File: src/rtl/ones_pkg.sv
// Shared defaults, count type and FIFO occupancy encoding for the ones-count
// result path.
package ones_pkg;

  localparam int W_DEFAULT     = 30;
  localparam int DEPTH_DEFAULT = 4;
  localparam int CW_DEFAULT    = $clog2(W_DEFAULT + 1);

  typedef logic [CW_DEFAULT-1:0] cnt_t;

  typedef enum logic [1:0] {
    EMPTY = 2'd0,
    PART  = 2'd1,
    FULL  = 2'd2
  } occ_t;

  function automatic occ_t occ_of(input int unsigned lvl, input int unsigned depth);
    if (lvl == 0) return EMPTY;
    if (lvl >= depth) return FULL;
    return PART;
  endfunction

endpackage

File: src/rtl/ones_fifo_core.sv
// Show-ahead FIFO storage: head/tail pointers, level and a registered head
// read that also covers fall-through of a push into an empty FIFO.
module ones_fifo_core
  import ones_pkg::*;
#(
  parameter int CW    = CW_DEFAULT,
  parameter int DEPTH = DEPTH_DEFAULT,
  localparam int AW   = $clog2(DEPTH),
  localparam int LW   = AW + 1
) (
  input  logic          clock,
  input  logic          reset_L,
  input  logic          push,
  input  logic          pop,
  input  logic [CW-1:0] wdata,
  output logic [CW-1:0] out_data,
  output logic [LW-1:0] level,
  output logic          out_valid,
  output logic          full
);

  logic [CW-1:0] r_mem [DEPTH];
  logic [AW-1:0] r_head;
  logic [AW-1:0] r_tail;
  logic [LW-1:0] r_level;
  logic [CW-1:0] r_out_data;
  logic [AW-1:0] w_head_nxt;
  occ_t          w_occ;

  always_comb begin
    w_head_nxt = r_head;
    if (pop) w_head_nxt = r_head + 1'b1;
    w_occ = occ_of(32'(r_level), DEPTH);
  end

  always_ff @(posedge clock) begin
    if (push) r_mem[r_tail] <= wdata;
  end

  always_ff @(posedge clock) begin
    if (!reset_L) begin
      r_head     <= '0;
      r_tail     <= '0;
      r_level    <= '0;
      r_out_data <= '0;
    end else begin
      if (push) r_tail <= r_tail + 1'b1;
      r_head <= w_head_nxt;
      case ({push, pop})
        2'b10:   r_level <= r_level + 1'b1;
        2'b01:   r_level <= r_level - 1'b1;
        default: r_level <= r_level;
      endcase
      // New head is the word being written when it lands exactly at the head slot.
      if (push || pop)
        r_out_data <= (push && (r_tail == w_head_nxt)) ? wdata : r_mem[w_head_nxt];
    end
  end

  assign out_data  = r_out_data;
  assign level     = r_level;
  assign out_valid = (w_occ != EMPTY);
  assign full      = (w_occ == FULL);

endmodule

File: src/rtl/ones_result_fifo.sv
// Buffers popcount results pulsed on dor/d_out for a show-ahead consumer.
// Running sum/max statistics are built only with ONES_RESULT_STATS_EN defined.
module ones_result_fifo
  import ones_pkg::*;
#(
  parameter int W     = W_DEFAULT,
  parameter int CW    = $clog2(W + 1),
  parameter int DEPTH = DEPTH_DEFAULT,
  parameter int SUMW  = 16
) (
  input  logic                     clock,
  input  logic                     reset_L,
  input  logic                     dor,
  input  logic [CW-1:0]            d_out,
  input  logic                     rd,
  output logic                     out_valid,
  output logic [CW-1:0]            out_data,
  output logic                     full,
  output logic [$clog2(DEPTH):0]   level,
  output logic                     overflow,
  output logic [SUMW-1:0]          sum,
  output logic [CW-1:0]            max_cnt
);

  logic w_pop;
  logic w_push;
  logic w_drop;
  logic r_overflow;

  // A full FIFO still accepts a result when the head leaves in the same cycle.
  assign w_pop  = rd && out_valid;
  assign w_push = dor && (!full || w_pop);
  assign w_drop = dor && !w_push;

  ones_fifo_core #(
    .CW    (CW),
    .DEPTH (DEPTH)
  ) u_core (
    .clock     (clock),
    .reset_L   (reset_L),
    .push      (w_push),
    .pop       (w_pop),
    .wdata     (d_out),
    .out_data  (out_data),
    .level     (level),
    .out_valid (out_valid),
    .full      (full)
  );

  always_ff @(posedge clock) begin
    if (!reset_L)    r_overflow <= 1'b0;
    else if (w_drop) r_overflow <= 1'b1;
  end

  assign overflow = r_overflow;

`ifdef ONES_RESULT_STATS_EN
  logic [SUMW-1:0] r_sum;
  logic [CW-1:0]   r_max;
  logic [SUMW:0]   w_sum_ext;

  assign w_sum_ext = {1'b0, r_sum} + (SUMW + 1)'(d_out);

  always_ff @(posedge clock) begin
    if (!reset_L) begin
      r_sum <= '0;
      r_max <= '0;
    end else if (w_push) begin
      r_sum <= w_sum_ext[SUMW] ? '1 : w_sum_ext[SUMW-1:0];
      if (d_out > r_max) r_max <= d_out;
    end
  end

  assign sum     = r_sum;
  assign max_cnt = r_max;
`else
  assign sum     = '0;
  assign max_cnt = '0;
`endif

endmodule
File: config.mk
export PLATFORM = sky130hd
export DESIGN_NAME = ones_result_fifo
export DESIGN_NICKNAME = d
export VERILOG_FILES = /design/src/rtl/ones_pkg.sv /design/src/rtl/ones_fifo_core.sv /design/src/rtl/ones_result_fifo.sv
export SDC_FILE = /design/constraint.sdc
export NUM_CORES = 1
export LEC_CHECK = 0
export CAP_MARGIN = 0
export CORE_MARGIN = 2
export CORE_UTILIZATION = 49
export DETAILED_ROUTE_END_ITERATION = 8
export HOLD_SLACK_MARGIN = 0.03
export PLACE_DENSITY = 0.84
export RECOVER_POWER = 25
export SYNTH_ARGS = -nofsm -noshare
export SYNTH_HDL_FRONTEND = slang
export SYNTH_HIERARCHICAL = 1
export SYNTH_SLANG_ARGS = --single-unit
File: constraint.sdc
create_clock -name clock -period 2.9 [get_ports clock]
set_input_delay 0.435 -clock clock [delete_from_list [all_inputs] [get_ports clock]]
set_output_delay 0.435 -clock clock [all_outputs]
set_load 0.02 [all_outputs]
Word-level counts from Yosys, hierarchy flattened
Memory sizes are Yosys's and may differ from the RTL's. A register that Yosys moved wholly into a read port is not among the register bits.
Cells that the tools add are included.
Operators by class
  mux-type cells: 11
  reduce and logical (&&, ||, !) cells: 11
  equal/unequal tests: 3
  add/subtract/negate cells: 4
  order comparisons: 1
Operators with widths (count)
  2-to-1 mux 2 bit: 5
  one-hot mux 3 bit (2 select lines): 1
  2-to-1 mux 1 bit: 5
  adder 2 x 1 -> 2 bit, second input constant: 2
  == test 2 bit, second input constant: 2
  nonzero test 2 bit: 2
  adder 3 x 1 -> 3 bit, second input constant: 1
  >= comparator 3 bit, second input constant: 1
  logical AND 1 bit: 3
  zero test 1 bit: 3
  zero test 3 bit: 1
  subtractor 3 x 1 -> 3 bit, second input constant: 1
  == test 2 x 1 -> 1 bit, second input constant: 1
  logical OR 1 bit: 2
Word-level totals
  memory bits (writable): 20
  memories kept: 1
  output and inout port bits: 32
  logic and storage cells: 35
  flip-flop bits (word level): 8
  bits of input ports: 9
Memories
  u_core.r_mem: words 4, width 5, read ports 1, clocked after Yosys merged registers in 1, write ports 1, line ones_fifo_core.sv:22  | logic [CW-1:0] r_mem [DEPTH];

Depth between registers and ports, before layout
Gate-level depths: netlist of the first run.
  word-level depth: 11
  depth in mapped cells: 11
  mapped depth without buffers: 11

Cells and area by module
The synthesis of the first run kept the hierarchy.
Modules (own cells, without submodules)
  ones_fifo_core: area each 1525.2 um^2, cells an instance 117, instances 1, sequential area each 840.8 um^2
  ones_result_fifo: area each 209.0 um^2, cells an instance 28, instances 1, sequential area each 20.0 um^2

Worst setup path before layout of the first run
OpenSTA, ideal clock, no wires.
  kind: reg2reg
  start: reg u_core.r_level[0], in the netlist u_core/level[0]
  end: reg u_core.r_level[2], in the netlist u_core/level[2]
  path buffers: 0
  setup slack: 0.345 ns
  cell stages (with the launch flop): 12
  data arrival time: 2.440 ns
  setup time: 0.115 ns
  clock period less this slack: 2.555 ns
  data required time: 2.785 ns
  cell sequence: dfxtp_1 > or3_1 > nand2_1 > a21boi_0 > inv_1 > ha_1 > inv_1 > fa_1 > xnor2_1 > nand2_1 > xnor2_1 > and2_1
On the way
  longest elaborated chain between the ends: 11
  elaborated cells between the ends (all ways): 20
  classes of those cells: add/sub (2); order compare (1); eq/ne (3); mux (7); reduce/logical (7)
Ends and longest elaborated chain
  start, declared: line ones_fifo_core.sv:25  | logic [LW-1:0] r_level;
  start signal, assigned: line ones_fifo_core.sv:50  | 2'b10: r_level <= r_level + 1'b1;
  start signal, assigned: line ones_fifo_core.sv:51  | 2'b01: r_level <= r_level - 1'b1;
  start signal, assigned: line ones_fifo_core.sv:52  | default: r_level <= r_level;
  >= comparator 3 bit: line ones_pkg.sv:19  | if (lvl >= depth) return FULL;
  2-to-1 mux 1 bit (2 in series): line ones_pkg.sv:19
  2-to-1 mux 2 bit: line ones_pkg.sv:20  | return PART;
  2-to-1 mux 2 bit *: line ones_pkg.sv:19
  nonzero test 2 bit *: line ones_fifo_core.sv:62  | assign out_valid = (w_occ != EMPTY);
  via out_valid: line ones_result_fifo.sv:16  | output logic out_valid,
  logical AND 1 bit *: line ones_result_fifo.sv:31  | assign w_pop = rd && out_valid;
  logical OR 1 bit *: line ones_result_fifo.sv:32  | assign w_push = dor && (!full || w_pop);
  logical AND 1 bit *: line ones_result_fifo.sv:32
  via w_push: line ones_result_fifo.sv:26  | logic w_push;
  == test 2 x 1 -> 1 bit or == test 2 bit (tied branches): line ones_fifo_core.sv:49  | case ({push, pop})
  one-hot mux 3 bit (2 select lines) or nonzero test 2 bit (tied branches)
Mark *: on every way through the listed nets, which the timed path passes. The rest lies on a longest branch. The select of a mux whose other input is x is not followed.
A chain may end at the register's enable or synchronous reset.

Worst setup path in the final report of the first run
  start: reg u_core.r_level[0], in the netlist u_core/level[0]
  end: reg u_core.r_level[2], in the netlist u_core/level[2]
On the way
  longest elaborated chain between the ends: 11
  elaborated cells between the ends (all ways): 20
  classes of those cells: add/sub (2); order compare (1); eq/ne (3); mux (7); reduce/logical (7)
Ends and longest elaborated chain (line)
  >= comparator 3 bit: ones_pkg.sv:19
  2-to-1 mux 1 bit (2 in series): ones_pkg.sv:19
  2-to-1 mux 2 bit: ones_pkg.sv:20
  2-to-1 mux 2 bit *: ones_pkg.sv:19
  == test 2 bit or nonzero test 2 bit (tied branches): ones_fifo_core.sv:63, ones_fifo_core.sv:62
  zero test 1 bit or logical AND 1 bit (tied branches): ones_result_fifo.sv:32, ones_result_fifo.sv:31
  logical OR 1 bit *: ones_result_fifo.sv:32
  logical AND 1 bit *: ones_result_fifo.sv:32
  via w_push: ones_result_fifo.sv:26
  == test 2 x 1 -> 1 bit or == test 2 bit (tied branches): ones_fifo_core.sv:49
  one-hot mux 3 bit (2 select lines) or nonzero test 2 bit (tied branches)
Marks and branches as above.

==> results.txt, run 1 <==
Class of the worst hold path: flop to flop. The logs give 2.66 ns for the signal arrival time at the worst endpoint and 0 for the remaining routing DRC violations. The final critical path time including I/O delays and setup is 2.44 ns.

The tools report the CTS sink count as 33. The reg-to-reg endpoint was u_core/level[2]. The critical path goes through or3_1 > nand2_1 > a21boi_0 > inv_1 > ha_1 > inv_1 > fa_1 > xnor2_1 > nand2_1 > xnor2_1 > and2_1.

For the pin with the worst max-slew slack, the measured transition is 0.611 ns. Across all register-to-register paths, the minimum setup slack is 0.46 ns. The worst hold path passes through 2 cells. Post-CTS repair changed the size of 0 cells.

The worst setup path is launched from a flop. The initial utilization of the core area, before any placement, comes to 51.6%. The run finished with clean final reports.

In the final layout, the multi-input gates occupy 727 sq um. The run gives 182 as the final-stage net count. The height of the die is 63.5 microns. The kind of capture point of the worst setup path is a flop. For the worst max-slew margin expressed relative to the limit, the log shows 59.2%.

Synthesis handed over a netlist of 145 instances. The run gives 1,038 as the via count. In this run the number of H-tree levels came out at 2.

Total number of placement rows: 21. The end point of the most critical hold path was overflow. The final critical path takes up 84.1% of the cycle.

The run gives 0 ns as the sum of negative setup slack. The number of buffers inserted by port buffering was 19; the area of the placeable core was 3360 sq um. Total power for the finished layout comes to 1920 uW.

TritonCTS built the clock tree. The tools report the setup clock skew after layout as 0.00664 ns. Power spread over the standard cell area amounts to 981 nW/um^2.

Summed over all cells, the static leakage comes to 0.000800 uW. The first detailed-routing pass ran for 4 iterations. The tool flagged a number of max-cap violations equal to 0. The tools report the largest net degree at the start of global routing as 20.

The area overhead of the layout relative to synthesis came out at 12.8%. The floorplan step set the die width to 63.5 microns. The cell with the biggest individual delay on the critical path is sky130_fd_sc_hd__or3_1. Clock-pin slew was measured on the worst setup and hold paths at 0.09 ns. The largest voltage drop on the vdd net was 0.517 mV. The deepest clock path buffer count is 2, and the largest driver fanout on the critical path is 4. After synthesis, the mean cell area works out to 12.0 sq um. Timing would allow up to 410 MHz.

In this design, the stage delay of the slowest critical-path cell is 0.40 ns. The first global-routing pass estimated 4940 microns of wire. For this block, the initial DRC count from the detailed router was 19. For the register cell area after layout, the log shows 861 sq um. For the worst flop-to-flop path, the logic depth is 11. The worst setup path is of the flop to flop kind. The placed instances occupy a cell area of 1880 sq um. The synthesized design contains 33 register bits. Buffers added to address setup during post-CTS repair amount to 0.

After detailed routing, the average wire length per cell comes to 14.4 microns. Final hold analysis gives a worst-case slack of 0.508 ns. The final cell area excluding filler cells was 1960 sq um; the fraction of the yosys area taken by sequential cells was 49.6%.

The tree is rooted in a sky130_fd_sc_hd__clkbuf_4. Hold repair after CTS inserted 0 buffers. After global routing the overflow that remains totals 0. The logs give 16.7% for the combined global-route utilization of all metal layers and 0 for the count of antenna diodes in the layout. Number of I/O pins: 41. The worst register-to-register path begins at u_core/level[0].

The via count normalized by instance count works out to 4.87. The die covers 4030 sq um. The routed wire length was 3060 microns; the number of CTS-inserted buffers was 5. Setup violations remaining at the end of the flow were counted as 0. For the worst setup path, the data required time is 3.12 ns. The tools report the via count of the first global-routing pass as 1,006.

The hold violation count in the final report came out at 0. In this run the most critical hold path is launched from overflow. The number of fill cells was 298; the number of pins exceeding their max-slew limit in the final report was 0. Synthesis instantiated 31 different standard cells from the library. The area of the mapped netlist was 1730 sq um; the Yosys warning count was 6. In this run the remaining antenna-violating nets after routing total 0.

Detailed placement ended at an HPWL of 2190 microns. At the end of routability-driven placement, the weighted congestion stood at 0.739. The fraction of layout instances using a drive strength above 1 was 10.2%. Setup repair after global routing left no endpoint under its margin. The initial antenna violation count was 0; the clock insertion delay at the later pin of the skew report was 0.33 ns.
routing by layer:
layer / GRT usage [%] / vias up / wire length (microns)
met1: 19.3 / 505 / 1300
met5: 0 / - / 0
met2: 27.5 / 29 / 1520
met3: 6.96 / 5 / 184
li1: - / 499 / -
met4: 6.52 / 0 / 50
per-stage QoR:
| step | worst slack (ns) | utilization [%] | instances |
|---|---|---|---|
| floorplan | 0.345 | - | 165 |
| global placement | 0.438 | 55.9 | 205 |
| detailed placement | 0.286 | 55.9 | 205 |
| CTS | 0.465 | 58.1 | 213 |
| global route | 0.265 | 58.1 | 213 |
| finish | 0.461 | 58.1 | 213 |
how the worst max path moves through the flow:
stage	startpoint	to	slack (ns)	cells past startpoint
after global routing	u_core/level[0]	u_core/level[2]	0.26	11
final	u_core/level[0]	u_core/level[2]	0.46	11
after floorplan	u_core/level[0]	u_core/level[2]	0.35	11
after CTS	u_core/level[0]	u_core/level[2]	0.47	11
after global placement	rd	u_core/level[2]	0.44	10
after detailed placement	rd	u_core/level[2]	0.29	10
report_power, final:
part	switching, uW	leakage (uW)	total, uW	internal (uW)
clock network	145	0.0000399	324	179
logic	482	0.000470	907	425
registers	80.4	0.000291	688	607
total	707	0.000800	1920	1210
cell usage after synthesis:
cell type | number | area share [%]
sky130_fd_sc_hd__a211oi_2 | 1 | 0.72
sky130_fd_sc_hd__a21boi_0 | 1 | 0.43
sky130_fd_sc_hd__a21o_1 | 1 | 0.43
sky130_fd_sc_hd__a31oi_1 | 1 | 0.36
sky130_fd_sc_hd__and2_1 | 8 | 2.9
sky130_fd_sc_hd__buf_4 | 22 | 9.5
sky130_fd_sc_hd__buf_6 | 1 | 0.65
sky130_fd_sc_hd__clkbuf_1 | 4 | 0.87
sky130_fd_sc_hd__conb_1 | 1 | 0.22
sky130_fd_sc_hd__dfxtp_1 | 13 | 15
sky130_fd_sc_hd__edfxtp_1 | 20 | 35
sky130_fd_sc_hd__fa_1 | 1 | 1.2
sky130_fd_sc_hd__ha_1 | 6 | 4.3
sky130_fd_sc_hd__inv_1 | 8 | 1.7
sky130_fd_sc_hd__mux2_2 | 5 | 3.2
sky130_fd_sc_hd__mux2i_1 | 11 | 6.3
sky130_fd_sc_hd__nand2_1 | 4 | 0.87
sky130_fd_sc_hd__nand3_1 | 5 | 1.4
sky130_fd_sc_hd__nand3b_1 | 6 | 2.6
sky130_fd_sc_hd__nor2b_1 | 4 | 1.4
sky130_fd_sc_hd__nor3_1 | 1 | 0.29
sky130_fd_sc_hd__o211a_1 | 1 | 0.58
sky130_fd_sc_hd__o21ai_1 | 4 | 1.2
sky130_fd_sc_hd__o21ai_2 | 1 | 0.51
sky130_fd_sc_hd__o21bai_2 | 1 | 0.65
sky130_fd_sc_hd__o31a_1 | 4 | 2.0
sky130_fd_sc_hd__o31ai_1 | 1 | 0.43
sky130_fd_sc_hd__or3_1 | 1 | 0.36
sky130_fd_sc_hd__xnor2_1 | 2 | 1.0
sky130_fd_sc_hd__xnor2_4 | 1 | 1.6
sky130_fd_sc_hd__xor2_1 | 5 | 2.5
flip-flops by register name (all words and copies together), names as in the netlist:
name and count:
u_core/r_head 2, u_core/level 3, u_core/out_data 5, u_core/r_mem 20, u_core/r_tail 2, overflow 1
layout by cell type (no fill, tap or decap), drive strengths merged, types with 2 or more instances in the layout:
master / n
conb: 21
edfxtp: 20
clkdlybuf4s50: 15
dfxtp: 13
mux2i: 11
inv: 8
and2: 8
nand3b: 6
ha: 6
clkbuf: 6
xor2: 5
mux2: 5
nand3: 5
o21ai: 5
nand2: 4
nor2b: 4
dlygate4sd3: 4
o31a: 4
xnor2: 3
buf: 2
cell type report:
cell class                      count  area share, %
Sequential cell                    33           44.0
Tap cell                           46           2.94
Clock buffer                        6           2.11
Multi-Input combinational cell     97           37.2
Clock inverter                      2           1.73
Inverter                            8           1.54
Timing Repair Buffer               21           10.5
worst max-delay path: cells and delay by family (launching register included):
family,cells,cell delay [ns]
xor gates and xnor gates,2,0.32
adders and majority gates,2,0.60
AOI/OAI and AO/OA,1,0.11
and+or+nand+nor,4,0.77
buffers and inverters,2,0.19
DFF,1,0.35
cell families after synthesis:
kind of cell	after synthesis	synth area share, %
buffers and inverters	35	12.8
DFF	33	49.6
and+or+nand+nor	29	9.88
AOI/OAI and AO/OA	16	7.29
muxes	16	9.60
xor gates and xnor gates	8	5.12
adders and majority gates	7	5.48
other	1	0.216
No activity file was read; power rests on OpenSTA's default activity.
==> run 2: changes to the inputs <==
--- a/config.mk
+++ b/config.mk
@@ -7,10 +7,10 @@
 export LEC_CHECK = 0
 export CAP_MARGIN = 0
 export CORE_MARGIN = 2
-export CORE_UTILIZATION = 49
+export CORE_UTILIZATION = 44
 export DETAILED_ROUTE_END_ITERATION = 8
 export HOLD_SLACK_MARGIN = 0.03
-export PLACE_DENSITY = 0.84
+export PLACE_DENSITY = 0.8
 export RECOVER_POWER = 25
 export SYNTH_ARGS = -nofsm -noshare
 export SYNTH_HDL_FRONTEND = slang
==> constraint.sdc (replaced) <==
create_clock -name clock -period 2.2 [get_ports clock]
set_input_delay 0.33 -clock clock [delete_from_list [all_inputs] [get_ports clock]]
set_output_delay 0.33 -clock clock [all_outputs]
set_load 0.02 [all_outputs]
==> run 2 against run 1 <==
  * Clock power increased by 80%
  * Combinational power rose by 58%
  * Total power increased by 52%
  * Fmax grew 15%
  * Global-route usage is 0.93 points lower
  * Final cell count up 6.1%
  * Register-to-register slack worse by 0.38 ns
==> results.txt, run 2 (synthesis results as in run 1) <==
The run finished with clean final reports. The cell count of the worst hold path came out at 1. The tools report the part of the power in registers as 31.1%. The run gives 3720 sq um as the area of the placeable core.

Timing analysis after detailed placement gives a worst setup slack of -0.0381 ns. From bottom edge to top edge, the die measures 66.8 microns. The smallest clock period supported by the final layout is computed as 2.12 ns.

For the initial antenna violation count, the log shows 0. The clock network accounts for 20.0% of the total power. The internal portion of the total power is 1910 uW. Compared with the post-synthesis result, the final layout area differs by 23.9%.

CTS built an H-tree with a depth of 2. The most critical setup path has its startpoint at u_core/level[0]. The path with the worst hold slack has its endpoint at u_core/level[1]. For the via count of the first global-routing pass, the log shows 1,047. 0 antenna diodes ended up in the layout.

The register with the most flip-flops in the layout has 20 of them. The largest driver fanout on the critical path is 6. Traced cell by cell, the critical path runs through or3_4 > nand2_4 > inv_1 > buf_4 > nand2_1 > xor2_1 > buf_4 > mux2_2 > o21bai_2.

The slowest stage of the critical path is the sky130_fd_sc_hd__or3_4 cell. The last weighted congestion value of the routability-driven placer came out at 0.817. The part of the power in combinational logic was 49.0%; the combined global-route utilization of all metal layers was 15.8%. The via count is 1,058. The run gives 1010 uW as the net switching power figure. Across all hold checks on the routed design, the worst slack comes to 0.516 ns. In this run the critical register-to-register path is captured at u_core/out_data[0].

The worst setup path is captured at a flop. Setup clock skew after layout: 0.00690 ns. The worst hold path begins at u_core/level[1].

Once the floorplan was initialized, standard cells occupied 46.7% of the core. The largest net degree at the start of global routing was 13; the power density relative to cell area was 1360 nW/um^2. The run gives 0 as the final setup violation count.

Buffers placed on the I/O ports in this run total 19. The pre-antenna-repair detailed-routing pass consisted of 4 iterations. The tools report the number of pins exceeding their max-slew limit in the final report as 0.

The worst register-to-register path begins at u_core/level[0]. For the remaining antenna violation count, the log shows 0. STA classifies the critical path startpoint as a flop. TritonCTS built the clock tree. Across the run, the number of max-cap violations was 0. The min-delay analysis places its worst path in the category flop to flop. The logs give 0.723 mV for the largest voltage drop on the vdd net and 0 for the count of hold-fix buffers inserted at cts. The final-stage net count was 193; the total number of placement rows was 22.

Across all register-to-register paths, the minimum setup slack is 0.08 ns. The setup path with the least slack is of type flop to flop. On the worst path, the slowest cell contributes a delay of 0.38 ns. After global routing the overflow that remains totals 0. The die covers 4460 sq um. Dividing the detail-routed via count by the number of cells gives 4.68. Total power for the finished layout comes to 2920 uW. The clock insertion delay at the later pin of the skew report was 0.29 ns; the upper clock frequency limit was 471 MHz. The longest clock path from root to sink contains 2 buffers.

For this block, the initial DRC count from the detailed router was 74. The library cell used most frequently in the layout, excluding fill and tap cells, is sky130_fd_sc_hd__conb_1. The post-CTS clock slew at the launch and capture registers of the worst setup and hold paths works out to 0.07 ns. The period utilization works out to 96.4%. The hold violation count in the final report was 0; the number of I/O pins was 41. Summed over all cells, the static leakage comes to 0.000897 uW.

Ranked by flip-flop count, first place goes to u_core/r_mem. The logs give 0 for the remaining routing DRC violations and 4970 microns for the global-route wire length before repair. The routed wire length was 3200 microns; the CTS sink count was 33.

The cell that appears most often on the critical path is sky130_fd_sc_hd__buf_4. The number of clock buffers added by TritonCTS is 5. Setup repair after global routing could not meet its margin everywhere. Detailed placement finished with a half-perimeter wire length of 2380 microns. Cells with a size suffix above 1 make up 21.9% of the layout. For the signal arrival time at the worst endpoint, the log shows 2.34 ns. Dividing the detail-routed wire length by the instance count gives 14.1 microns. Data on the critical path is required at its endpoint by 2.42 ns.

The path depth of the worst reg2reg path is 9, and the proportion of total power due to net switching is 34.6%. The tools report the buffer type at the clock tree root as sky130_fd_sc_hd__clkbuf_8. The worst setup margin was 0.0790 ns. Horizontal extent of the die: 66.8 microns.

In the layout the commonest cells are sky130_fd_sc_hd__conb_1 (21), sky130_fd_sc_hd__edfxtp_1 (20), sky130_fd_sc_hd__clkdlybuf4s50_1 (15).
-- run 2: worst max-delay path by stage --
stage / endpoint / slack, ns / depth (start not counted)
6_report: u_core/out_data[0] / 0.08 / 9
3_3_place_gp: u_core/level[2] / 0.06 / 10
3_5_place_dp: u_core/out_data[0] / -0.04 / 9
4_1_cts: u_core/level[2] / 0.03 / 11
2_1_floorplan: u_core/level[2] / 0.04 / 11
5_1_grt: u_core/level[2] / -0.02 / 11
-- run 2: timing repair --
action                                  CTS  global route
hold endpoints to repair                  0             0
setup buffers                             0             4
resized for setup                         0             3
endpoints found under the setup margin    0             4
-- run 2: power groups by stage --
stage               registers (uW)  clock network, uW  logic, uW
global placement               914                  0       1350
floorplan                      979                  0        871
CTS                            910                593       1400
finish                         908                583       1430
detailed placement             922                  0       1400
global route                   922                622       1560
-- run 2: worst max-delay path: cells and delay by family, from the launching register on --
family	cells	cell delay, ns
AOI/OAI and AO/OA	1	0.13
xor gates and xnor gates	1	0.23
buffers and inverters	3	0.44
DFF	1	0.35
muxes	1	0.35
and+or+nand+nor	3	0.55
-- run 2: metrics by stage --
step                instances  setup TNS (ns)  cell area [sq um]  util (%)
global placement          214               0               1990      53.6
detailed placement        214         -0.0474               1990      53.6
finish                    226               0               2150      57.8
global route              226         -0.0174               2150      57.8
floorplan                 165               0               1850         -
CTS                       222               0               2110      56.7
-- run 2: layer usage --
layer  share of wire, %  GRT usage [%]  vias up  wire length, microns
met5                  0              0        -                     0
met4                1.3           5.36        0                    41
met3                5.1           4.05        5                   164
met2                 55           29.6       31                  1770
met1                 38           17.0      502                  1220
li1                   -              -      520                     -
-- run 2: final cells by class --
class                      count  area [sq um]
fill                         326          1570
sequential                    33           868
multi-input combinational     97           773
timing repair buffer          32           300
clock buffer                   7          86.3
tap                           48          60.1
clock inverter                 1          30.0
inverter                       8          30.0
==> RTL edit 1, RTL diff (settings of run 1) <==
Set the parameter `SUMW` to 18 (it was 16).
--- a/src/rtl/ones_result_fifo.sv
+++ b/src/rtl/ones_result_fifo.sv
@@ -6,7 +6,7 @@
   parameter int W     = W_DEFAULT,
   parameter int CW    = $clog2(W + 1),
   parameter int DEPTH = DEPTH_DEFAULT,
-  parameter int SUMW  = 16
+  parameter int SUMW  = 18
 ) (
   input  logic                     clock,
   input  logic                     reset_L,
Ports: changed (resized sum); port bits go from 41 to 43. No check against the original RTL was run, so the function may have changed too.
==> RTL edit 1 against run 1 <==
Routed wire length up 1.2%. Power up 0.49%. Sequential power about the same. Clock skew down 0.0018 ns. Maximum frequency up 2.5%. Sequential cell count unchanged. First-iteration DRC count up 53%. Design area up 0.38%. Setup slack better by 0.060 ns. Area after synthesis up 0.87%. Critical path type unchanged. Largest cell class unchanged. Highest routed layer unchanged.
==> RTL edit 1: results (changes against run 1) <==
status: complete, no violations
sequential-to-total area share from yosys stat: 49.2% (-0.43 points)
clk pwr: 332 uW (+2%)
max_slew headroom: 58.3% (-0.81 points)
met2 usage: 28.6% (+1.1 points)
met1 GRT Util: 18.2% (-1.1 points)
M1 WL: 1290 um (-1.2%)
HPWL after DPL: 2190 um (-0.36%)
initial DRC count: 29 (+10)
met2 wire len: 1550 um (+2.0%)
DP Area: 1890 um^2 (+0.40%)
share of layout cells above drive strength 1: 10.1% (-0.12 points)
Worst Skew: 0.00489 ns (-0.00175 ns)
Filler cells: 287 (-3.7%)
power of the combinational group: 906 uW (about the same)
Min-Delay Path Depth: 2 (unchanged)
GRT Overall Usage: 16.7% (-0.025 points)
CP Max Fanout: 4 (unchanged)
top cells by area, synth: edfxtp_1, dfxtp_1, buf_4
vias: 1056 (+1.7%)
HP Class: register to register
final cell count without fillers: 215 (+0.94%)
Post-synth top cells: buf_4, edfxtp_1, dfxtp_1
first-pass GRT wire length: 5030 um (+1.8%)
Top reg by flops: u_core/r_mem
highest routed layer: met4
NumNets Final: 184 (+1.1%)
Post-Place Cells: 207 (+0.98%)
pin count of the biggest net entering global routing: 20 (unchanged)
met3 Use GR: 4.75% (-2.2 points)
Arr. time, crit path: 2.61 ns (-0.05 ns)
final wirelength: 3100 um (+1.2%)
Psw: 716 uW (+1.3%)
gpl congestion: 0.759 (+2.6%)
cell count after synthesis: 147 (+1.4%)
peak supply drop: 0.000605 V (+17%)
Met3 Wirelength: 161 um (-13%)
P_leak: 0.000807 uW (+0.81%)
Num CTS Buffers: 5 (unchanged)
RTL edit 1: cells by family (layout without fill, tap and decap cells):
group / Yosys count / count (layout) / synth area share [%]
adders and majority gates: 7 / 7 / 5.44
other: 1 / 23 / 0.214
muxes: 16 / 16 / 9.51
DFF: 33 / 33 / 49.2
and+or+nand+nor: 29 / 29 / 9.80
buffers and inverters: 37 / 37 / 13.5
xor gates and xnor gates: 8 / 8 / 5.08
AOI/OAI and AO/OA: 16 / 16 / 7.23
RTL edit 1: area by class of cell:
class                      instances  area share [%]
sequential                        33            43.8
tap                               46            2.93
multi-input combinational         99            37.4
clock inverter                     2            1.72
timing repair buffer              21            10.5
inverter                           8            1.53
clock buffer                       6            2.10
RTL edit 1: worst paths after layout:
check        slack [ns]               to       startpoint
max reg2reg        0.52  u_core/level[2]  u_core/level[0]
max                0.52  u_core/level[2]  u_core/level[0]
min reg2reg        0.54         overflow         overflow
min                0.54         overflow         overflow
RTL edit 1: tightest hold or removal path, delay by kind of cell (launching register included):
family           cells  cell delay [ns]
AO/OA/AOI/OAI        1             0.05
flip-flops           1             0.36
AND/OR/NAND/NOR      1             0.10
RTL edit 1: through the flow:
| stage | util [%] | setup slack [ns] | total power (uW) | hold WS (ns) |
|---|---|---|---|---|
| 4_1_cts | 57.9 | 0.486 | 1940 | 0.532 |
| 3_5_place_dp | 55.7 | 0.303 | 1610 | 0.499 |
| 5_1_grt | 57.9 | 0.347 | 2050 | 0.583 |
| 3_3_place_gp | 55.7 | 0.440 | 1570 | 0.495 |
| 2_1_floorplan | - | 0.345 | 1360 | 0.534 |
| 6_report | 57.9 | 0.521 | 1930 | 0.542 |
==> RTL edit 2, RTL diff (config.mk and constraints of run 1) <==
Without the edit above. Register the output `level`, with the module's reset; this adds one clock of latency there. The other outputs are not delayed to match. Comments in the files are not updated.
--- a/src/rtl/ones_result_fifo.sv
+++ b/src/rtl/ones_result_fifo.sv
@@ -22,6 +22,8 @@
   output logic [CW-1:0]            max_cnt
 );
 
+  logic [$clog2(DEPTH):0] level_d;
+
   logic w_pop;
   logic w_push;
   logic w_drop;
@@ -42,7 +44,7 @@
     .pop       (w_pop),
     .wdata     (d_out),
     .out_data  (out_data),
-    .level     (level),
+    .level     (level_d),
     .out_valid (out_valid),
     .full      (full)
   );
@@ -78,4 +80,12 @@
   assign max_cnt = '0;
 `endif
 
+  always_ff @(posedge clock) begin
+    if (!reset_L) begin
+      level <= '0;
+    end else begin
+      level <= level_d;
+    end
+  end
+
 endmodule
Function: changed (a bounded check fails within 4 cycles, from zero or initial values and one cycle with reset_L low).
==> RTL edit 2 against run 1 <==
Power grew 1.4%. Sequential cell count is 3 higher. Highest routed layer unchanged. Area after synthesis is 4.5% higher. Setup slack improved by 0.11 ns. Design area rose by 4.7%. Routed wire length is 4.8% lower. Hold slack is essentially flat. Combinational power decreased by 2.9%. First-iteration DRC count rose by 47%. Critical path depth unchanged.
==> RTL edit 2: results (changes against run 1) <==
status: complete, no violations
R2R Setup Slk: 0.57 ns (+0.11 ns)
hold_ws: 0.508 ns (-0.0000470 ns)
Placement Setup Slack: 0.362 ns (+0.0755 ns)
DP Area: 1970 um^2 (+4.7%)
final wirelength: 2910 um (-4.8%)
pin count of the biggest net entering global routing: 13 (-35%)
Arr. time, crit path: 2.52 ns (-0.14 ns)
top cells by area, synth: edfxtp_1, dfxtp_1, buf_4
first-pass GRT wire length: 4490 um (-9.1%)
adder-cell share of the synthesized area: 5.24% (-0.24 points)
sequential-to-total area share from yosys stat: 50.8% (+1.2 points)
area delta synth->final: 12.9%
Post-synth top cells: buf_4, edfxtp_1, dfxtp_1
P_leak: 0.000839 uW (+4.9%)
Filler cells: 295 (-1.0%)
initial DRC count: 28 (+9)
gpl congestion: 0.786 (+6.3%)
post-synthesis mux area share: 9.18% (-0.42 points)
root buf cell: clkbuf_8
peak supply drop: 0.000340 V (-34%)
share of layout cells above drive strength 1: 10.4% (+0.22 points)
max_slew headroom: 65.9% (+6.7 points)
post-synthesis compound-gate area fraction: 6.97% (-0.32 points)
drt via density: 4.65 (-4.6%)
HPWL after DPL: 2110 um (-3.9%)
GRT Overall Usage: 15.3% (-1.5 points)
## RTL edit 2: cell types whose count changed after synthesis, sizes merged
cell,change
and2,+3
dfxtp,+3
## RTL edit 2: kinds of logic after synthesis
group | Yosys count
multiplexers | 16
adder cells (fa/ha/maj) | 7
XOR/XNOR | 8
other | 1
AO/OA/AOI/OAI | 16
flip-flops | 36
buffers and inverters | 35
AND/OR/NAND/NOR | 32
## RTL edit 2: worst min-delay path: stages (launching register included)
cell and delay, ns:
dfxtp_1 0.34, a31oi_1 0.05, nor2b_1 0.09
## RTL edit 2: path summary, 6_finish.rpt
path / endpoint / depth (start not counted) / startpoint
setup / recovery: u_core/level[2] / 11 / u_core/level[0]
hold / removal: overflow / 2 / overflow
setup reg to reg: u_core/level[2] / 11 / u_core/level[0]
hold reg to reg: overflow / 2 / overflow
## RTL edit 2: per-layer routing
metal  track usage [%]  routed length, um  vias to the layer above
li1                  -                  -                      518
met1              17.9               1240                      473
met2              24.2               1470                       31
met3              5.21                145                        5
met4              9.04                 63                        0
met5                 0                  0                        -
## RTL edit 2: through the flow
stage                     total power (uW)  cells
after global routing                  2050    221
after global placement                1590    214
after floorplan                       1410    171
after CTS                             1950    221
after detailed placement              1630    214
final                                 1950    221
## RTL edit 2: layout make-up
cell class              count  share of cell area (%)
flip-flops and latches     36                    45.0
multi-input cells         100                    36.4
repair buffers             22                    10.4
clock buffers               6                    3.55
well taps                  48                    2.93
inverters                   8                    1.47
clock inverters             1                   0.244
## RTL edit 2: power by group
part	switching (uW)	total, uW	internal, uW
Sequential	83.9	742	658
Clock	161	324	163
Combinational	464	881	417
Total	708	1950	1240
